[src/rtl/spi_pkg.sv]
// Shared constants for the SPI responder: one-hot FSM states, the SPI mode and
// the default word width.
package spi_pkg;

    localparam int DEFAULT_WIDTH = 8;

    // Mode 0: sclk idles low, data is sampled on the rising edge.
    localparam bit SPI_CPOL = 1'b0;
    localparam bit SPI_CPHA = 1'b0;

    typedef enum logic [3:0] {
        ST_IDLE   = 4'b0001,
        ST_LOAD   = 4'b0010,
        ST_SHIFT  = 4'b0100,
        ST_RELOAD = 4'b1000
    } state_t;

endpackage

[src/rtl/spi_pin_sync.sv]
// Two-flop synchroniser for an asynchronous pin, plus a third flop that
// provides single-cycle rise/fall pulses aligned with the synchronised level.
module spi_pin_sync #(
    parameter logic INIT = 1'b0
) (
    input  logic clock,
    input  logic reset,
    input  logic pin,
    output logic level,
    output logic rise,
    output logic fall
);

    logic [2:0] sync_reg;

    always_ff @(posedge clock or posedge reset) begin
        if (reset) begin
            sync_reg <= {3{INIT}};
        end else begin
            sync_reg <= {sync_reg[1:0], pin};
        end
    end

    assign level = sync_reg[1];
    assign rise  = sync_reg[1] & ~sync_reg[2];
    assign fall  = ~sync_reg[1] & sync_reg[2];

endmodule

[src/rtl/spi_slave_fsm.sv]
// SPI mode-0 responder: oversamples ss_n/sclk/mosi on the system clock, emits
// received words as rx strobes and serves tx words from a valid/ready source.
module spi_slave_fsm
    import spi_pkg::*;
#(
    parameter int               WIDTH = DEFAULT_WIDTH,
    parameter logic [WIDTH-1:0] FILL  = '0
) (
    input  logic             clock,
    input  logic             reset,
    input  logic             ss_n,
    input  logic             sclk,
    input  logic             mosi,
    output logic             miso,
    output logic             miso_oe,
    input  logic [WIDTH-1:0] tx_data,
    input  logic             tx_valid,
    output logic             tx_ready,
    output logic [WIDTH-1:0] rx_data,
    output logic             rx_valid,
    output logic             busy,
    output logic             aborted
);

    localparam int              CW   = $clog2(WIDTH + 1);
    localparam logic [CW-1:0]   LAST = CW'(WIDTH - 1);

    logic ss_level, ss_rise, ss_fall;
    logic sclk_level, sclk_rise, sclk_fall;
    logic mosi_level, mosi_rise, mosi_fall;

    // ss_n idles high, so its synchroniser starts deasserted.
    spi_pin_sync #(.INIT(1'b1)) u_sync_ss (
        .clock(clock), .reset(reset), .pin(ss_n),
        .level(ss_level), .rise(ss_rise), .fall(ss_fall)
    );

    spi_pin_sync #(.INIT(1'b0)) u_sync_sclk (
        .clock(clock), .reset(reset), .pin(sclk),
        .level(sclk_level), .rise(sclk_rise), .fall(sclk_fall)
    );

    spi_pin_sync #(.INIT(1'b0)) u_sync_mosi (
        .clock(clock), .reset(reset), .pin(mosi),
        .level(mosi_level), .rise(mosi_rise), .fall(mosi_fall)
    );

    logic unused_sync;
    assign unused_sync = &{1'b0, ss_level, sclk_level, mosi_rise, mosi_fall};

    logic sample_edge, shift_edge;
    assign sample_edge = (SPI_CPOL ^ SPI_CPHA) ? sclk_fall : sclk_rise;
    assign shift_edge  = (SPI_CPOL ^ SPI_CPHA) ? sclk_rise : sclk_fall;

    state_t            state;
    logic [CW-1:0]     bit_cnt;
    logic [WIDTH-1:0]  tx_shift;
    logic [WIDTH-1:0]  rx_shift;
    logic [WIDTH-1:0]  rx_next;
    logic [WIDTH-1:0]  load_word;

    assign rx_next   = {rx_shift[WIDTH-2:0], mosi_level};
    assign load_word = tx_valid ? tx_data : FILL;

    always_ff @(posedge clock or posedge reset) begin
        if (reset) begin
            state    <= ST_IDLE;
            bit_cnt  <= '0;
            tx_shift <= '0;
            rx_shift <= '0;
            rx_data  <= '0;
            miso     <= 1'b0;
            miso_oe  <= 1'b0;
            tx_ready <= 1'b0;
            rx_valid <= 1'b0;
            busy     <= 1'b0;
            aborted  <= 1'b0;
        end else begin
            tx_ready <= 1'b0;
            rx_valid <= 1'b0;
            aborted  <= 1'b0;
            unique case (state)
                ST_IDLE: begin
                    miso    <= 1'b0;
                    miso_oe <= 1'b0;
                    busy    <= 1'b0;
                    bit_cnt <= '0;
                    if (ss_fall) state <= ST_LOAD;
                end
                ST_LOAD: begin
                    if (ss_rise) begin
                        state   <= ST_IDLE;
                        miso_oe <= 1'b0;
                        busy    <= 1'b0;
                    end else begin
                        tx_shift <= load_word;
                        miso     <= load_word[WIDTH-1];
                        tx_ready <= tx_valid;
                        bit_cnt  <= '0;
                        miso_oe  <= 1'b1;
                        busy     <= 1'b1;
                        state    <= ST_SHIFT;
                    end
                end
                ST_SHIFT: begin
                    if (ss_rise) begin
                        state   <= ST_IDLE;
                        miso    <= 1'b0;
                        miso_oe <= 1'b0;
                        busy    <= 1'b0;
                        bit_cnt <= '0;
                        // A word finishing on the deselect cycle still counts.
                        if (sample_edge && bit_cnt == LAST) begin
                            rx_shift <= rx_next;
                            rx_data  <= rx_next;
                            rx_valid <= 1'b1;
                        end else begin
                            aborted <= (bit_cnt != '0);
                        end
                    end else if (sample_edge) begin
                        rx_shift <= rx_next;
                        bit_cnt  <= bit_cnt + 1'b1;
                        if (bit_cnt == LAST) begin
                            rx_data  <= rx_next;
                            rx_valid <= 1'b1;
                            state    <= ST_RELOAD;
                        end
                    end else if (shift_edge) begin
                        tx_shift <= {tx_shift[WIDTH-2:0], 1'b0};
                        miso     <= tx_shift[WIDTH-2];
                    end
                end
                ST_RELOAD: begin
                    if (ss_rise) begin
                        state   <= ST_IDLE;
                        miso    <= 1'b0;
                        miso_oe <= 1'b0;
                        busy    <= 1'b0;
                        bit_cnt <= '0;
                    end else if (shift_edge) begin
                        // The falling edge after the last bit starts the next word.
                        tx_shift <= load_word;
                        miso     <= load_word[WIDTH-1];
                        tx_ready <= tx_valid;
                        bit_cnt  <= '0;
                        state    <= ST_SHIFT;
                    end
                end
                default: state <= ST_IDLE;
            endcase
        end
    end

endmodule

[config.mk]
export PLATFORM = sky130hd
export DESIGN_NAME = spi_slave_fsm
export DESIGN_NICKNAME = d
export VERILOG_FILES = /design/src/rtl/spi_pkg.sv /design/src/rtl/spi_pin_sync.sv /design/src/rtl/spi_slave_fsm.sv
export SDC_FILE = /design/constraint.sdc
export NUM_CORES = 1
export LEC_CHECK = 0
export CAP_MARGIN = 20
export CORE_MARGIN = 2
export CORE_UTILIZATION = 56
export DETAILED_ROUTE_END_ITERATION = 7
export PLACE_DENSITY = 0.82
export SYNTH_ARGS = -nofsm -noshare
export SYNTH_HDL_FRONTEND = slang
export SYNTH_SLANG_ARGS = --single-unit
[constraint.sdc]
create_clock -name clock -period 3.3 [get_ports clock]
set_input_delay 0.495 -clock clock [delete_from_list [all_inputs] [get_ports clock]]
set_output_delay 0.495 -clock clock [all_outputs]
set_load 0.005 [all_outputs]
---- Word-level counts from Yosys, hierarchy flattened ----
Cells that the tools add are included.
W data, S select, Z words.
storage, ports and cells
  output and inout port bits .............. 14
  input port bits ......................... 14
  register bits after elaboration ......... 43
  word-level logic and storage cells ...... 106
operators by class
  add/sub/neg operators ................... 1
  muxes and demuxes ....................... 50
  reductions and logical operators ........ 15
  equal/unequal tests ..................... 19
  bitwise gates (word level) .............. 8
operators by type and width
  kind                   number
  $mux W7                8
  $mux W4                11
  $mux W8                5
  $pmux W4 S4            2
  $pmux W7 S3            1
  $mux W1                19
  $ne A3 B3 Y1 const B   5
  $ne A2 B2 Y1 const B   7
  $reduce_and A4 Y1      3
  $eq A4 B3 Y1 const B   2
  $reduce_bool A4 Y1     2
  $reduce_and A7 Y1      1
  $reduce_bool A3 Y1     2
  $reduce_and A5 Y1      1
  $add A4 B1 Y4 const B  1
  $and A1 B1 Y1          4
  $eq A4 B1 Y1 const B   1
  $eq A4 B2 Y1 const B   1
  $eq A4 B4 Y1 const B   1
  $ne A2 B1 Y1 const B   2
  $not A1 Y1             4
  $pmux W1 S4            1
  $reduce_bool A2 Y1     2
  $mux W3                1
  6 further kinds        6

---- Depth between registers and ports, before layout ----
Gate-level depths: netlist of run 1.
  depth in word-level cells ............... 6
  mapped depth ............................ 7
  depth with buffers taken out ............ 5

---- Hierarchy ----
Synthesis of run 1 repeated with hierarchy kept, for this count alone.
unflattened totals
  cells, all modules ...................... 175
  area total of the unflattened synthesis .. 2031.9 um2
modules (own cells, without submodules)
  module                           cells each  times used  area an instance (um2)
  spi_slave_fsm                    157         1           1746.7
  spi_pin_sync at u_sync_mosi ...  6           2           93.8
  spi_pin_sync at u_sync_ss        6           1           97.6

---- Worst setup path after synthesis of run 1 ----
OpenSTA, ideal clock, no wires.
  path kind ............................... register -> register
  start ................................... register state[1]
  end ..................................... register rx_shift[0]
  arrival ................................. 1.639 ns
  library setup time ...................... 0.125 ns
  data required time ...................... 3.175 ns
  path slack .............................. 1.537 ns
  buffers on the path ..................... 1
  period minus slack after synthesis ...... 1.763 ns
  cell stages (with the launch flop) ...... 5
  cells stage by stage .................... dfrtp_1 or4b_4 buf_6 a21oi_4 mux2_2
between the ends
  cells in the longest elaborated chain, start to end .. 2
RTL lines
  what                                RTL line              text
  from (decl)                         spi_slave_fsm.sv:55   state_t state;
  from (signal assigned)              spi_slave_fsm.sv:67   state <= ST_IDLE;
  from (signal assigned)              spi_slave_fsm.sv:88   if (ss_fall) state <= ST_LOAD;
  from (signal assigned)              spi_slave_fsm.sv:92   state <= ST_IDLE;
  $eq A4 B3 Y1                        spi_slave_fsm.sv:82   unique case (state)
  $reduce_and A3 Y1 (no source line)  -
  to (signal assigned)                spi_slave_fsm.sv:114  rx_shift <= rx_next;
  to (signal assigned)                spi_slave_fsm.sv:121  rx_shift <= rx_next;
  to (decl)                           spi_slave_fsm.sv:58   logic [WIDTH-1:0] rx_shift;
No other way between the ends.
A chain may end at the register's enable or synchronous reset.

---- Final worst setup path of run 1 ----
  start ................................... register state[3]
  end ..................................... register rx_data[7]
between the ends
  cells in the longest elaborated chain, start to end .. 2
RTL lines
  what                                RTL line              text
  $eq A4 B3 Y1                        spi_slave_fsm.sv:82
  $reduce_and A4 Y1 (no source line)  -
  to (signal assigned)                spi_slave_fsm.sv:115  rx_data <= rx_next;
  to (signal assigned)                spi_slave_fsm.sv:124  rx_data <= rx_next;
  to (decl)                           spi_slave_fsm.sv:19   output logic [WIDTH-1:0] rx_data,
No other way between the ends.

==> results of run 1 <==
-- worst min-delay path by stage --
stage	depth (start not counted)	to	slack (ps)	from
6_report	0	u_sync_sclk.sync_reg[1]$_DFF_PP0_	350	u_sync_sclk.sync_reg[0]$_DFF_PP0_
5_1_grt	0	u_sync_sclk.sync_reg[1]$_DFF_PP0_	360	u_sync_sclk.sync_reg[0]$_DFF_PP0_
4_1_cts	0	u_sync_sclk.sync_reg[1]$_DFF_PP0_	370	u_sync_sclk.sync_reg[0]$_DFF_PP0_
3_5_place_dp	0	u_sync_sclk.sync_reg[1]$_DFF_PP0_	350	u_sync_sclk.sync_reg[0]$_DFF_PP0_
3_3_place_gp	0	u_sync_mosi.sync_reg[1]$_DFF_PP0_	340	u_sync_mosi.sync_reg[0]$_DFF_PP0_
2_1_floorplan	0	u_sync_mosi.sync_reg[1]$_DFF_PP0_	330	u_sync_mosi.sync_reg[0]$_DFF_PP0_
-- cells in the mapped netlist, types with 2 or more instances --
master and count:
ha_1 2, nand3_1 5, and3_1 8, buf_6 2, nor2_1 4, nand2_1 12
inv_1 7, o21ai_0 15, a21oi_1 12, nand2b_1 6, buf_2 3, nor2b_1 2
mux2_2 15, dfrtp_1 39, buf_4 3, dfstp_2 4, nor4_1 5, nor3_1 3
clkbuf_1 2
-- cell type report --
class / instances / area (um^2)
clock buffers: 5 / 37.5
clock inverters: 3 / 20.0
fillers: 287 / 1050
inverters: 7 / 26.3
multi-input cells: 113 / 808
flip-flops and latches: 43 / 1080
well taps: 46 / 57.6
repair buffers: 29 / 285
-- layer usage --
| layer | vias up | share of wire (%) |
|---|---|---|
| li1 | 666 | - |
| met5 | - | 0 |
| met1 | 673 | 44 |
| met4 | 0 | 2.1 |
| met3 | 9 | 4.0 |
| met2 | 34 | 50 |
-- placed cells by master, fill, tap and decap left out, drive strengths merged, types with 2 or more instances in the layout --
| cell | Yosys | routed |
|---|---|---|
| dfrtp | 39 | 39 |
| clkdlybuf4s50 | 0 | 27 |
| o21ai | 16 | 16 |
| mux2 | 15 | 15 |
| a21oi | 13 | 13 |
| nand2 | 12 | 12 |
| and3 | 8 | 8 |
| inv | 7 | 7 |
| nand2b | 6 | 6 |
| nor4 | 5 | 5 |
| nand3 | 5 | 5 |
| clkbuf | 2 | 5 |
| nor2 | 4 | 4 |
| dfstp | 4 | 4 |
| nor3 | 3 | 3 |
| nor2b | 2 | 2 |
| ha | 2 | 2 |
| clkinvlp | 0 | 2 |
| buf | 8 | 2 |
| nor4b | 2 | 2 |
| nor3b | 2 | 2 |
-- cells by family (layout without fill, tap and decap cells) --
family / count (synthesis) / after routing / share of synthesized area (%)
flops: 43 / 43 / 54.5
fa+ha+maj: 2 / 2 / 1.26
compound gates: 40 / 40 / 13.4
xor+xnor: 2 / 2 / 0.883
simple gates: 53 / 53 / 16.2
mux: 16 / 16 / 9.02
buf+inv: 17 / 44 / 4.73
-- power by group --
group | internal [mW] | total [mW] | leakage, nW | switching, mW
logic | 0.0486 | 0.102 | 0.437 | 0.0533
clock network | 0.0814 | 0.253 | 0.0272 | 0.172
registers | 0.574 | 0.606 | 0.562 | 0.0322
total | 0.704 | 0.961 | 1.03 | 0.257
==> results_dict.tcl, run 1 <==
set metrics [dict create \
    status "finished clean" \
    irDropWorstVdd_uv 287 \
    postPlaceCellArea_um2 2260 \
    cts.clk_slew.worst_paths_ps 130 \
    grt_usage_pct 21.5 \
    start_util_pct 59.0 \
    final_core_util_pct 68.9 \
    syn_nets 189 \
    hp-class "register to register" \
    hold_violations 0 \
    path_cells "nor4b_4 -> nand2b_1 -> mux2_2" \
    fmax_mhz 480 \
    drtPass1Iterations 4 \
    synth_top_area_share_pct 49.2 \
    core_um2 3360 \
    fin_crit_sh_pct 63.1 \
    grt_pass1_wl_mm 6.69 \
    fin_cells 246 \
    dp.cells 238 \
    post_cts_resized 0 \
    crit_arrival_ps 2330 \
    grt_util_met2_pct 35.3 \
    reg_top3 "rx_data (8), rx_shift (7), tx_shift (7)" \
    gp_congestion 0.841 \
    cpPeakStageDelay_ps 590 \
    synth_seq_cells 43 \
    drv_slew 0 \
    syn_inst 173 \
    route.vias.total 1382 \
    layout.nets 215 \
    setup_viol 0 \
    r2r-end "rx_data[7]$_DFFE_PP0P_" \
    fin_skew_ps 15.5 \
    grt_util_met1_pct 27.0 \
    cp_slowest_cell "nor4b_4" \
    largest_register_ffs 8 \
    ant_nets 0 \
    rows 21 \
    die_w_um 63.5 \
    port_buffers 27 \
    pre_cts_slack_ps 1200 \
    die_area_um2 4030 \
    ios 28 \
    synth_top_area_cell "dfrtp_1" \
    synth_flop_cell "dfrtp_1" \
    post-route-drc-count 0 \
    netlist_area_um2 1980 \
    r2r_start "state[3]$_DFFE_PP0P_" \
    antenna_found_initial 0 \
    grt_max_degree 30 \
    path_buf_inv 0 \
    use_met3_pct 4.82 \
    total_power_mw 0.961 \
    htree_levels 2 \
    ctsHoldBuffers 0 \
    worst_pin_slew_ps 658 \
    cp-end-kind "register" \
    cp.depth 3 \
    cpLargestDelayFamily "simple AND/OR/NAND/NOR gates" \
    clock-root-buffer "clkbuf_4" \
    initialDrtViolationCount 81 \
    drv_cap 0 \
    setup_slack_ps 1220 \
    routed_wl_mm 3.70 \
    rsz0062_at_grt "false" \
    finalSetupTns_ps 0 \
    layout-drive-gt1-share_pct 18.0 \
    start_kind "register" \
    critPathCapture "rx_data[7]$_DFFE_PP0P_" \
    cts_tree "done" \
    period_needed_ps 2080 \
    cp_data_required_time_ps 3550 \
    power_density_nw_per_um2 415 \
    cts_buffers 5 \
    synth_cell_types 43 \
    vias_per_cell 5.62 \
    synth_area_per_cell_um2 11.5 \
    dp_hpwl_mm 2.68 \
    overflow 0 \
    busiest_layer "met2" \
    synth_edf_count 0 \
    cts_buffer_depth 2 \
    ys_warn_count 0 \
    fin_area_um2 2320 \
    postCtsSetupRepairBufs 0 \
    crit_start "state[3]$_DFFE_PP0P_" \
    insertion_delay_ps 360 \
    regMostFlops "rx_data" \
    path_class "register to register" \
    synth-seq-area-share_pct 54.5 \
    async_flop_share_pct 100 \
    reg2reg_slack_ps 1220 \
    wl_per_cell_um 15.0 \
    die_h_um 63.5 \
    ff2ff_path_depth 3 \
    worst-path-max-fanout 14 \
    first_global_vias 1468 \
    diodes 0 \
    leakage_nw 1.03 \
    cts_sinks 43 \
    netlist_top_cells_area "dfrtp_1 49%, mux2_2 8.5%, dfstp_2 5.3%, o21ai_0 3.8%, a21oi_1 3.0%" \
    finalHoldWorstSlack_ps 354 \
    max_slew_margin_pct 55.5 \
    synthToLayoutAreaGrowth_pct 16.8 \
]
(Power assumes the default switching activity.)
==> inputs of run 2 (changes only) <==
CORE_UTILIZATION = 48   (was 56)
PLACE_DENSITY = 0.74   (was 0.82)
clock period = 1.9 ns   (was 3.3 ns; I/O delays follow)
==> results_dict.tcl, run 2 (synthesis gave the netlist of run 1 again) <==
set metrics [dict create \
    diodes 0 \
    max_slew_margin_pct 67.2 \
    layout-drive-gt1-share_pct 21.3 \
    overflow 0 \
    r2r-end "rx_shift[6]$_DFFE_PP0P_" \
    rsz0062_at_grt "false" \
    insertion_delay_ps 290 \
    leakage_nw 1.09 \
    pre_cts_slack_ps 87.9 \
    cts_buffers 5 \
    first_global_vias 1482 \
    die_area_um2 4660 \
    fin_skew_ps 5.72 \
    reg2reg_slack_ps 70 \
    hold_violations 0 \
    final_common_cell "dfrtp_1" \
    irDropWorstVdd_uv 625 \
    status "finished clean" \
    port_buffers 27 \
    finalSetupTns_ps 0 \
    post-route-drc-count 0 \
    largest_register_ffs 8 \
    power_density_nw_per_um2 750 \
    setup_slack_ps 65.4 \
    drtPass1Iterations 4 \
    total_power_mw 1.82 \
    cp_data_required_time_ps 2080 \
    die_w_um 68.3 \
    ios 28 \
    synthToLayoutAreaGrowth_pct 22.3 \
    worst_pin_slew_ps 487 \
    cts_buffer_depth 2 \
    initialDrtViolationCount 134 \
    setup_viol 0 \
    start_kind "register" \
    path_class "register to register" \
    layout.nets 223 \
    final_cell_mix "39 x dfrtp_1, 27 x clkdlybuf4s50_1, 15 x mux2_2, 15 x o21ai_0" \
    drv_cap 0 \
    grt_pass1_wl_mm 6.72 \
    routed_wl_mm 4.11 \
    crit_arrival_ps 2010 \
    period_needed_ps 1830 \
    nFillCells 318 \
    regMostFlops "rx_data" \
    cts_sinks 43 \
    vias_per_cell 5.67 \
    grt_max_degree 44 \
    core_um2 4000 \
    gp_congestion 0.782 \
    die_h_um 68.3 \
    cp-end-kind "register" \
    seq_area_um2 1080 \
    dp_hpwl_mm 2.97 \
    cts.clk_slew.worst_paths_ps 80 \
    ant_nets 0 \
    htree_levels 2 \
    postPlaceCellArea_um2 2340 \
    rows 23 \
    crit_start "state[0]$_DFFE_PP1P_" \
    ff2ff_path_depth 3 \
    worst-path-max-fanout 15 \
    ctsHoldBuffers 0 \
    wl_per_cell_um 16.0 \
    grt_usage_pct 19.8 \
    fmax_mhz 545 \
    fin_area_um2 2430 \
    drv_slew 0 \
    multi_input_area_um2 811 \
    hp-class "register to register" \
    cts_tree "done" \
    fin_crit_sh_pct 96.6 \
    postCtsSetupRepairBufs 0 \
    route.vias.total 1458 \
    antenna_found_initial 0 \
    reg_top3 "rx_data (8), rx_shift (7), tx_shift (7)" \
    start_util_pct 49.6 \
    clock-root-buffer "clkbuf_8" \
    r2r_start "state[0]$_DFFE_PP1P_" \
    critPathCapture "rx_shift[6]$_DFFE_PP0P_" \
]
-- run 2: worst min path at each step --
stage / from / to / slack (ps) / depth (start not counted)
after floorplan: ss_n / u_sync_ss.sync_reg[0]$_DFF_PP1_ / 290 / 0
after global placement: u_sync_mosi.sync_reg[0]$_DFF_PP0_ / u_sync_mosi.sync_reg[1]$_DFF_PP0_ / 340 / 0
after detailed placement: u_sync_ss.sync_reg[0]$_DFF_PP1_ / u_sync_ss.sync_reg[1]$_DFF_PP1_ / 350 / 0
after CTS: reset / rx_data[2]$_DFFE_PP0P_ / 360 / 3
after global routing: u_sync_ss.sync_reg[0]$_DFF_PP1_ / u_sync_ss.sync_reg[1]$_DFF_PP1_ / 360 / 0
final: u_sync_mosi.sync_reg[0]$_DFF_PP0_ / u_sync_mosi.sync_reg[1]$_DFF_PP0_ / 350 / 0
-- run 2: worst max-delay path, cell delays in order, from the launching register on --
cell and delay [ps]:
dfstp_2 460, or4b_4 610, a21oi_4 280, mux2_2 370
-- run 2: timing repair --
| action | CTS | global route |
|---|---|---|
| endpoints found under the setup margin | 0 | 8 |
| gates resized for setup | 0 | 1 |
| hold endpoints to repair | 0 | 0 |
-- run 2: area by class of cell --
type                            count  share of cell area [%]
Clock buffer                        6                    3.40
Clock inverter                      1                   0.206
Timing Repair Buffer               37                    14.7
Inverter                            7                    1.08
Tap cell                           50                    2.58
Sequential cell                    43                    44.6
Multi-Input combinational cell    113                    33.4
-- run 2: layer usage --
| layer | vias up | wire [um] | GRT usage, % |
|---|---|---|---|
| li1 | 686 | - | - |
| met1 | 722 | 1660 | 24.0 |
| met2 | 44 | 2160 | 32.3 |
| met3 | 6 | 217 | 6.41 |
| met4 | 0 | 66 | 8.50 |
| met5 | - | 0 | 0 |
-- run 2: where the power goes --
part,leakage [nW],total [mW],internal (mW),switching (mW)
Sequential,0.562,1.05,0.997,0.0538
Combinational,0.485,0.197,0.0942,0.103
Clock,0.0470,0.570,0.285,0.285
Total,1.09,1.82,1.38,0.442
-- run 2: through the flow --
stage,hold WS [ps],utilization [%],instances
2_1_floorplan,289,-,173
5_1_grt,362,60.7,257
4_1_cts,359,60.6,257
6_report,353,60.7,257
3_5_place_dp,349,58.4,250
3_3_place_gp,335,58.4,250
